### src/rtl/cvs_loopback_pkg.sv
// ---------------------------------------------------------------------------
// cvs_loopback_pkg
// Shared types and constants for the CVS loopback tester slice.
//   state_t    : tester FSM states
//   LFSR_SEED  : reload value of the PRBS generator (never zero)
//   LFSR_TAPS  : feedback taps of x^5 + x^3 + 1 (state bits 4 and 2)
//   lfsr_step  : one shift of the 5-bit Fibonacci LFSR
// ---------------------------------------------------------------------------
package cvs_loopback_pkg;

  typedef enum logic [2:0] {
    IDLE  = 3'd0,
    FILL  = 3'd1,
    ALIGN = 3'd2,
    CHECK = 3'd3,
    FAIL  = 3'd4,
    DONE  = 3'd5
  } state_t;

  localparam logic [4:0] LFSR_SEED = 5'h01;
  localparam logic [4:0] LFSR_TAPS = 5'b10100;

  // Shift left and feed the XOR of the tapped bits into bit 0. The polynomial
  // is primitive, so every non-zero seed walks all 31 non-zero states.
  function automatic logic [4:0] lfsr_step(input logic [4:0] s);
    return {s[3:0], ^(s & LFSR_TAPS)};
  endfunction

endpackage

### src/rtl/cvs_pattern_gen.sv
// ---------------------------------------------------------------------------
// cvs_pattern_gen
// Word source for the loopback tester. The output word is registered and is
// driven straight onto tx by the top.
// Build option: define LOOPBACK_PRBS_EN for a 5-bit PRBS (x^5+x^3+1, seed
// 5'h01); otherwise a WIDTH-bit binary up-counter starting at 0.
// Ports:
//   clk    in   1      test clock
//   rst_n  in   1      async active-low reset
//   load   in   1      reseed; next word is the first word of the sequence
//   run    in   1      emit the next word of the sequence
//   word   out  WIDTH  registered word, 0 whenever neither load nor run
// ---------------------------------------------------------------------------
module cvs_pattern_gen #(
  parameter int WIDTH = 5
) (
  input  logic             clk,
  input  logic             rst_n,
  input  logic             load,
  input  logic             run,
  output logic [WIDTH-1:0] word
);
  import cvs_loopback_pkg::*;

`ifdef LOOPBACK_PRBS_EN
  logic [4:0] lfsr_q;

  // lfsr_q always holds the word to emit next. Loading presents the seed at
  // once and pre-steps the state; when halted the output is forced to 0 while
  // the LFSR state simply waits for the next reseed.
  always_ff @(posedge clk or negedge rst_n) begin
    if (!rst_n) begin
      lfsr_q <= LFSR_SEED;
      word   <= '0;
    end else if (load) begin
      word   <= WIDTH'(LFSR_SEED);
      lfsr_q <= lfsr_step(LFSR_SEED);
    end else if (run) begin
      word   <= WIDTH'(lfsr_q);
      lfsr_q <= lfsr_step(lfsr_q);
    end else begin
      word   <= '0;
    end
  end
`else
  logic [WIDTH-1:0] cnt_q;

  // Same structure as the PRBS build: cnt_q is the next word, loading emits
  // 0 and primes 1, the counter wraps freely at all-ones.
  always_ff @(posedge clk or negedge rst_n) begin
    if (!rst_n) begin
      cnt_q <= '0;
      word  <= '0;
    end else if (load) begin
      word  <= '0;
      cnt_q <= WIDTH'(1);
    end else if (run) begin
      word  <= cnt_q;
      cnt_q <= cnt_q + WIDTH'(1);
    end else begin
      word  <= '0;
    end
  end
`endif

endmodule

### src/rtl/cvs_loopback_tester.sv
// ---------------------------------------------------------------------------
// cvs_loopback_tester
// Stimulus/check end of the CVS loopback path. Drives a known word stream on
// tx, receives it back on rx, finds the path latency and then counts word
// mismatches. Build option LOOPBACK_PRBS_EN (see cvs_pattern_gen) selects the
// PRBS source instead of the counter.
// Ports:
//   clk         in   1      test clock
//   rst_n       in   1      async active-low reset
//   start       in   1      begin a run (ignored while busy)
//   stop        in   1      end a run, results held
//   tx          out  WIDTH  generated word (registered)
//   rx          in   WIDTH  returned word
//   busy        out  1      FILL, ALIGN or CHECK
//   locked      out  1      latency found, checking active / held
//   fail        out  1      no latency 0..MAX_LAT matched
//   latency     out  5      measured latency in cycles
//   err_count   out  CNT_W  mismatched words in CHECK, saturating
//   word_count  out  CNT_W  words compared in CHECK, saturating
// ---------------------------------------------------------------------------
module cvs_loopback_tester #(
  parameter int WIDTH       = 5,
  parameter int MAX_LAT     = 15,
  parameter int ALIGN_MATCH = 16,
  parameter int CNT_W       = 16
) (
  input  logic             clk,
  input  logic             rst_n,
  input  logic             start,
  input  logic             stop,
  output logic [WIDTH-1:0] tx,
  input  logic [WIDTH-1:0] rx,
  output logic             busy,
  output logic             locked,
  output logic             fail,
  output logic [4:0]       latency,
  output logic [CNT_W-1:0] err_count,
  output logic [CNT_W-1:0] word_count
);
  import cvs_loopback_pkg::*;

  localparam int MW = $clog2(ALIGN_MATCH + 1);

  state_t           state_q, state_d;
  logic [4:0]       lat_q, lat_d;
  logic [4:0]       fill_q, fill_d;
  logic [MW-1:0]    match_q, match_d;
  logic             locked_d, fail_d;
  logic [4:0]       latency_d;
  logic [CNT_W-1:0] err_d, word_d;
  logic             load, run, busy_d, hit;
  logic [WIDTH-1:0] rx_q;
  logic [WIDTH-1:0] hist [0:MAX_LAT];
  logic [WIDTH-1:0] hist_sel;

  cvs_pattern_gen #(.WIDTH(WIDTH)) u_gen (
    .clk   (clk),
    .rst_n (rst_n),
    .load  (load),
    .run   (run),
    .word  (tx)
  );

  assign busy   = (state_q == FILL) || (state_q == ALIGN) || (state_q == CHECK);
  assign busy_d = (state_d == FILL) || (state_d == ALIGN) || (state_d == CHECK);
  // The generator steps only while the next state is busy, so tx drops to 0
  // on the same edge that leaves the run.
  assign run    = busy_d && !load;

  // hist[k] holds tx from k+1 cycles ago and rx_q holds rx from one cycle ago,
  // so a combinational rx=tx loop lines up with hist[0], i.e. latency 0.
  always_ff @(posedge clk or negedge rst_n) begin
    if (!rst_n) begin
      rx_q <= '0;
      for (int k = 0; k <= MAX_LAT; k++) hist[k] <= '0;
    end else begin
      rx_q    <= rx;
      hist[0] <= tx;
      for (int k = 1; k <= MAX_LAT; k++) hist[k] <= hist[k-1];
    end
  end

  // Pick the history tap for the latency under test (or the locked one).
  always_comb begin
    hist_sel = hist[0];
    for (int k = 0; k <= MAX_LAT; k++) begin
      if (lat_q == 5'(k)) hist_sel = hist[k];
    end
  end

  assign hit = (rx_q == hist_sel);

  // State register.
  always_ff @(posedge clk or negedge rst_n) begin
    if (!rst_n) state_q <= IDLE;
    else        state_q <= state_d;
  end

  // Next state and next datapath values. Stop wins over start when busy; start
  // from an idle state clears every result before the new run. FILL lasts
  // MAX_LAT+1 cycles so every history tap holds a word of the new run before
  // ALIGN looks at it. ALIGN walks lat upward one step per mismatch.
  always_comb begin
    state_d   = state_q;
    lat_d     = lat_q;
    fill_d    = fill_q;
    match_d   = match_q;
    locked_d  = locked;
    fail_d    = fail;
    latency_d = latency;
    err_d     = err_count;
    word_d    = word_count;
    load      = 1'b0;

    if (busy && stop) begin
      state_d = DONE;
    end else if (start && !busy) begin
      state_d   = FILL;
      load      = 1'b1;
      lat_d     = '0;
      fill_d    = '0;
      match_d   = '0;
      locked_d  = 1'b0;
      fail_d    = 1'b0;
      latency_d = '0;
      err_d     = '0;
      word_d    = '0;
    end else begin
      case (state_q)
        FILL: begin
          if (fill_q == 5'(MAX_LAT)) begin
            state_d = ALIGN;
            lat_d   = '0;
            match_d = '0;
          end else begin
            fill_d = fill_q + 5'd1;
          end
        end
        ALIGN: begin
          if (hit) begin
            if (match_q == MW'(ALIGN_MATCH - 1)) begin
              state_d   = CHECK;
              locked_d  = 1'b1;
              latency_d = lat_q;
            end else begin
              match_d = match_q + MW'(1);
            end
          end else begin
            match_d = '0;
            if (lat_q == 5'(MAX_LAT)) begin
              state_d   = FAIL;
              fail_d    = 1'b1;
              latency_d = 5'(MAX_LAT);
            end else begin
              lat_d = lat_q + 5'd1;
            end
          end
        end
        CHECK: begin
          if (word_count != '1) word_d = word_count + CNT_W'(1);
          if (!hit && (err_count != '1)) err_d = err_count + CNT_W'(1);
        end
        default: ;
      endcase
    end
  end

  // Datapath and result registers.
  always_ff @(posedge clk or negedge rst_n) begin
    if (!rst_n) begin
      lat_q      <= '0;
      fill_q     <= '0;
      match_q    <= '0;
      locked     <= 1'b0;
      fail       <= 1'b0;
      latency    <= '0;
      err_count  <= '0;
      word_count <= '0;
    end else begin
      lat_q      <= lat_d;
      fill_q     <= fill_d;
      match_q    <= match_d;
      locked     <= locked_d;
      fail       <= fail_d;
      latency    <= latency_d;
      err_count  <= err_d;
      word_count <= word_d;
    end
  end

endmodule
### config.mk
export PLATFORM = sky130hd
export DESIGN_NAME = cvs_loopback_tester
export DESIGN_NICKNAME = d
export VERILOG_FILES = /design/src/rtl/cvs_loopback_pkg.sv /design/src/rtl/cvs_pattern_gen.sv /design/src/rtl/cvs_loopback_tester.sv
export SDC_FILE = /design/constraint.sdc
export NUM_CORES = 1
export LEC_CHECK = 0
export ABC_AREA = 1
export ABC_CLOCK_PERIOD_IN_PS = 3500
export CAP_MARGIN = 20
export CORE_MARGIN = 10
export CORE_UTILIZATION = 25
export DETAILED_ROUTE_END_ITERATION = 8
export SETUP_SLACK_MARGIN = 0.2
export SLEW_MARGIN = 25
export SYNTH_ARGS = -nofsm -noshare
export SYNTH_HDL_FRONTEND = slang
export SYNTH_SLANG_ARGS = --single-unit
### constraint.sdc
create_clock -name clk -period 3.5 [get_ports clk]
set_clock_uncertainty 0.2 [all_clocks]
set_input_delay 0.525 -clock clk [delete_from_list [all_inputs] [get_ports clk]]
set_output_delay 0.525 -clock clk [all_outputs]
set_load 0.02 [all_outputs]
==> impl_metrics.py, run 1 <==
metrics = {
    "yosys": {
        "ys_async_sr_fraction": 1.00,
        "synth_cell_type_count": 42,
        "synth_seq_cells": 152,
        "post_synthesis_area_per_instance_um2": 8.55,
        "synthesized_nets": 842,
        "portion_of_the_post_synthesis_area_used_by_sequential_elements": 0.542,
        "number_of_synthesized_flops_with_an_enable_pin": 0,
        "synth_cells": 821,
        "ys_dominant_reg_cell": "dfrtp_1",
        "syn_area_um2": 7020,
        "yosysWarnings": 0,
    },
    "grt": {
        "number_of_global_route_vias_before_repair": 5609,
        "global_route_usage_sum": 0.0948,
        "grt_antenna_before_repair": 0,
        "grt_overflow_total": 0,
        "global_route_wire_length_before_repair_mm": 27.7,
        "grt_max_degree": 72,
    },
    "setup_path": {
        "cp-endpoint": "u_gen.word[4]",
        "critPathRequiredTime_ps": 3660,
        "arrival_ps": 3620,
        "reg2reg_from": "lat_q[0]",
        "regToRegSetupSlack_ps": 30,
        "crit_start": "lat_q[0]",
        "timing.rr.end": "u_gen.word[4]",
        "crit_path_start_kind": "flop",
        "largest_driver_fanout_on_the_critical_path": 7,
        "setup_cp_type": "reg2reg",
        "r2r.worst_path.cells": 27,
        "end_kind": "flop",
    },
    "timing": {
        "worst-slew-pin-transition_ps": 701,
        "fin_crit_ps": 3470,
        "final_max_slew_viol_count": 0,
        "setup_repair_after_global_routing_missed_its_margin": "yes",
        "slew_headroom": 0.530,
        "post-route-period-util": 0.991,
        "final-hold-violation-count": 0,
        "fmax_achieved_ghz": 0.288,
        "setup_viol": 0,
        "timing.final.ws_setup_ps": 32.6,
    },
    "placement": {
        "gp_congestion": 0.820,
        "dpl_cell_area_um2": 8280,
        "hpwlAfterDp_mm": 11.6,
        "dp_worst_setup_slack_ps": -49.7,
        "placedCellCount": 1279,
        "buffer_ports.inserted": 53,
    },
    "layout": {
        "leading_registers_by_flop_count": "hist: 80 flops, err_count: 16 flops, word_count: 16 flops",
        "postLayoutCoreUtil": 0.337,
        "fin_area_um2": 9350,
        "largest_register_by_flop_count": "hist",
        "layoutNonFillerInstCount": 1326,
        "final_nets": 957,
        "mostFrequentLayoutCells": "nand2_1, dfrtp_1, inv_1",
        "layout-drive-gt1-share": 0.204,
        "diodes": 0,
        "area_growth_synth_to_finish_pct": 33.2,
        "layout.cells.most_common": "nand2_1",
        "largest_register_ffs": 80,
    },
    "min_path": {
        "min_path_type": "reg2reg",
    },
    "power_and_ir_drop": {
        "leakage_uw": 0.00432,
        "power.density_nw_per_um2": 693,
        "fin_total_pwr_uw": 6480,
        "ir_worst_vdd_mv": 0.343,
    },
    "floorplanning": {
        "die_height_um": 188,
        "die_width_um": 188,
        "floorplan.rows": 61,
        "floorplan.die_area_um2": 35200,
        "start_util": 0.253,
        "placeable_core_region_um2": 27700,
        "io_pins": 54,
    },
    "drt": {
        "drt.antenna.violating_nets": 0,
        "first_pass_iters": 5,
        "detail_route.iter0.violations": 317,
        "dr_total_vias": 5551,
        "routed_wirelength_mm": 16.5,
        "drt_drc_violations_left": 0,
        "routed_wire_length_per_instance_um": 12.4,
        "number_of_vias_per_cell": 4.19,
    },
    "clock_network": {
        "ctsRootBufferMaster": "clkbuf_16",
        "cts_tree": "yes",
        "ctsHtreeMaxLevel": 4,
        "clkTransAtPathRegs_ps": 60,
        "numCtsBuffers": 17,
        "cts-root-to-sink-buffers": 2,
        "clk-insertion-delay-late_ps": 420,
        "number_of_sinks_driven_by_the_clock_tree": 152,
    },
    "flow_run": {
        "cap_violations": 0,
    },
    "run_status": {
        "status": "completed",
    },
}
[kinds of logic (layout without fill, tap and decap cells)]
logic type      count (synthesis)  count (layout)  synth area share
flops                         152             152             0.542
simple gates                  406             409             0.265
xor+xnor                       17              17            0.0212
fa+ha+maj                      12              12            0.0214
buf+inv                       143             267            0.0799
compound gates                 91              91            0.0704
[Yosys cell counts, types with 3 or more instances]
cell type  count  share of area
ha_1          12          0.021
nand2_1      215           0.12
nor2_1        51          0.027
nand3_1       69          0.049
nor2_4         3         0.0048
xor2_1        12          0.015
a21oi_1       12         0.0086
nand4_1        5         0.0045
nand2_2        6         0.0054
nor4_1         5         0.0045
nor2_2         8         0.0071
or2_2         12          0.011
inv_1        119          0.064
o31ai_1        3         0.0032
inv_2         10         0.0054
or2_1          4         0.0036
nand3b_1       5         0.0054
o21ai_1        8         0.0057
xnor2_1        5         0.0062
clkbuf_1       7         0.0037
nor3_1        10         0.0071
a211oi_1       5         0.0054
dfrtp_1      152           0.54
o21ai_0       58          0.041
[per-stage QoR]
step	TNS [ps]	hold slack [ps]
2_1_floorplan	0	29.4
3_3_place_gp	0	152
3_5_place_dp	-355	154
4_1_cts	0	166
5_1_grt	-9650	170
6_report	0	165
[routing by layer]
metal  share of wire  vias up  track usage
li1                -     2834            -
met1            0.47     2641        0.121
met2            0.48       68        0.153
met3           0.039        8       0.0273
met4          0.0090        0       0.0283
met5               0        -            0
[critical path: stages, from the launching register on]
cell and delay (ps):
dfrtp_2 460, inv_4 90, ha_4 130, inv_2 30, nor2_4 130, buf_4 150
inv_1 40, nor2_1 170, inv_1 130, buf_4 170, o21ai_1 70, inv_1 50
nand2_1 80, nand3_1 80, nand3_1 90, nand2_1 50, nand2_1 50, nand2_1 70
nand3b_1 80, nand2_1 80, nor2_2 130, nand3_2 150, buf_6 170, nand2_4 80
nand2_4 60, nand3_4 140, nand3_4 150, nor2_4 110
[what timing repair did]
| action | CTS | global route |
|---|---|---|
| setup endpoints to repair | 42 | 50 |
| gates cloned | 3 | 2 |
| setup buffers | 6 | 4 |
| hold buffers | 1 | 0 |
| resized for setup | 53 | 55 |
| pin swaps | 7 | 11 |
| hold endpoints to repair | 56 | 0 |
[area by class of cell]
cell class | instances | area, um^2
inverters | 129 | 494
clock buffers | 18 | 439
well taps | 378 | 473
fillers | 2806 | 18400
multi-input cells | 529 | 2930
flip-flops and latches | 152 | 3810
clock inverters | 13 | 190
repair buffers | 107 | 1010
[worst min-delay path by stage]
stage,startpoint,endpoint,cells past startpoint
floorplan,rst_n,err_count[0],0
global placement,hist[35],hist[30],0
detailed placement,hist[46],hist[41],0
CTS,hist[55],hist[50],0
global route,hist[51],hist[46],0
finish,hist[55],hist[50],0
[power breakdown]
| part | leakage, uW | total (uW) | internal (uW) | switching, uW |
|---|---|---|---|---|
| logic | 0.00196 | 2060 | 823 | 1230 |
| clock network | 0.000308 | 1950 | 1220 | 734 |
| registers | 0.00205 | 2470 | 2170 | 302 |
Note: power is estimated with default switching activity, not from simulation.
==> run 2, diff against run 1 <==
CORE_UTILIZATION = 50   (was 25)
PLACE_DENSITY = 0.7   (was unset)
==> impl_metrics.py, run 2 (synthesized netlist as in run 1, its figures left out) <==
metrics = {
    "floorplanning": {
        "io_pins": 54,
        "placeable_core_region_um2": 13800,
        "start_util": 0.507,
        "die_width_um": 138,
        "die_height_um": 138,
        "floorplan.die_area_um2": 19200,
        "floorplan.rows": 43,
    },
    "layout": {
        "layout.cells.most_common": "nand2_1",
        "largest_register_by_flop_count": "hist",
        "area_growth_synth_to_finish_pct": 28.5,
        "fin_area_um2": 9020,
        "fillCellCount": 1143,
        "largest_register_ffs": 80,
        "layout-drive-gt1-share": 0.202,
        "diodes": 0,
        "final_nets": 955,
        "mostFrequentLayoutCells": "nand2_1, dfrtp_1, inv_1",
        "postLayoutCoreUtil": 0.652,
        "leading_registers_by_flop_count": "hist: 80 flops, err_count: 16 flops, word_count: 16 flops",
    },
    "drt": {
        "number_of_vias_per_cell": 4.99,
        "drt_drc_violations_left": 0,
        "detail_route.iter0.violations": 406,
        "first_pass_iters": 5,
        "routed_wire_length_per_instance_um": 13.8,
        "routed_wirelength_mm": 15.6,
        "dr_total_vias": 5628,
        "drt.antenna.violating_nets": 0,
    },
    "setup_path": {
        "end_kind": "flop",
        "largest_driver_fanout_on_the_critical_path": 6,
        "arrival_ps": 3690,
        "critPathRequiredTime_ps": 3650,
        "setup_cp_type": "reg2reg",
        "worst_path_dominant_cell_family": "simple AND/OR/NAND/NOR gates",
        "crit_path_start_kind": "flop",
        "timing.critical_path.mode_cell": "nand2_1",
        "slowest_library_cell_on_the_worst_path": "dfrtp_1",
        "cpPeakStageDelay_ps": 420,
        "critical_path.n_buffers_inverters": 7,
    },
    "clock_network": {
        "clkTransAtPathRegs_ps": 60,
        "ctsRootBufferMaster": "clkbuf_16",
        "cts_tree": "yes",
        "number_of_sinks_driven_by_the_clock_tree": 152,
        "cts-root-to-sink-buffers": 2,
        "ctsHtreeMaxLevel": 4,
        "clk-insertion-delay-late_ps": 420,
        "numCtsBuffers": 17,
    },
    "timing": {
        "final_max_slew_viol_count": 0,
        "timing.final.ws_setup_ps": -39.9,
        "finalSetupTns_ps": -50.8,
        "fmax_achieved_ghz": 0.282,
        "post-route-period-util": 1.01,
        "setup_repair_after_global_routing_missed_its_margin": "yes",
        "fin_crit_ps": 3540,
        "worst-slew-pin-transition_ps": 1120,
        "slew_headroom": 0.251,
        "final-hold-violation-count": 0,
        "whs_ps": 165,
        "setup_viol": 3,
    },
    "grt": {
        "grt_antenna_before_repair": 0,
        "global_route_usage_sum": 0.164,
        "grt_overflow_total": 0,
        "global_route_wire_length_before_repair_mm": 26.6,
        "number_of_global_route_vias_before_repair": 5463,
        "grt_max_degree": 67,
    },
    "power_and_ir_drop": {
        "ir_worst_vdd_mv": 0.639,
        "internal_power_contribution_uw": 3950,
        "switching_share_of_power": 0.369,
        "power_frac_clock": 0.274,
        "p_seq_frac": 0.391,
        "switching_power_uw": 2310,
        "power.density_nw_per_um2": 694,
        "power.combinational.fraction": 0.335,
        "leakage_uw": 0.00427,
    },
    "placement": {
        "dpl_cell_area_um2": 7910,
        "hpwlAfterDp_mm": 10.4,
        "gp_congestion": 0.839,
        "buffer_ports.inserted": 53,
    },
    "run_status": {
        "failed_checks": "negative setup slack",
        "status": "complete, but fails checks",
    },
    "min_path": {
        "min_path_type": "reg2reg",
    },
    "flow_run": {
        "cap_violations": 0,
    },
}
run 2: changes by cell type in the layout (fill, tap and decap cells not counted), moves of 4 or more:
cell / before / now
bufinv_16: 4 / 0
clkinvlp_4: 1 / 7
nand2_2: 24 / 18
o21ai_0: 41 / 47
o21ai_1: 18 / 13
run 2: per-stage QoR:
| step | worst slack, ps | total power, uW | std cells |
|---|---|---|---|
| 5_1_grt | -340 | 6670 | 1127 |
| 3_5_place_dp | -38.6 | 4120 | 1065 |
| 2_1_floorplan | 453 | 3490 | 821 |
| 3_3_place_gp | 73.9 | 4090 | 1065 |
| 6_report | -39.9 | 6260 | 1127 |
| 4_1_cts | 86.2 | 6050 | 1117 |
run 2: cell type report:
class | instances | area [um^2] | area share
timing repair buffer | 102 | 958 | 0.106
timing repair inverter | 3 | 22.5 | 0.00250
clock buffer | 18 | 439 | 0.0487
clock inverter | 14 | 118 | 0.0130
tap | 180 | 225 | 0.0250
multi-input combinational | 529 | 2960 | 0.328
inverter | 129 | 490 | 0.0544
sequential | 152 | 3810 | 0.422
run 2: what timing repair did:
item / 4_1_cts / 5_1_grt
hold endpoints to repair: 64 / 0
gates cloned: 5 / 2
hold buffers: 1 / 0
pin swaps: 9 / 20
setup endpoints to repair: 37 / 52
buffers inserted: 14 / 8
resized for setup: 36 / 64
run 2: worst paths after layout:
| path | from | to | slack, ps | cells after the start |
|---|---|---|---|---|
| max | lat_q[0] | locked | -40 | 32 |
| min | hist[39] | hist[34] | 170 | 0 |
| max reg2reg | lat_q[0] | locked | -40 | 32 |
| min reg2reg | hist[39] | hist[34] | 170 | 0 |
| max in group asynchronous | rst_n | hist[73] | 1840 | 3 |
| min in group asynchronous | rst_n | hist[59] | 470 | 2 |
run 2: power by group through the flow:
stage                     logic (uW)  registers [uW]  clock network, uW
after detailed placement        1660            2460                  0
after CTS                       1870            2440               1750
after floorplan                  970            2520                  0
after global placement          1630            2450                  0
after global routing            2330            2510               1830
final                           2100            2450               1710
run 2: layer usage:
metal	track usage	wire length, um	vias up
li1	-	-	2826
met5	0	0	-
met1	0.223	7380	2689
met4	0.0538	163	0
met3	0.0411	692	12
met2	0.251	7340	101
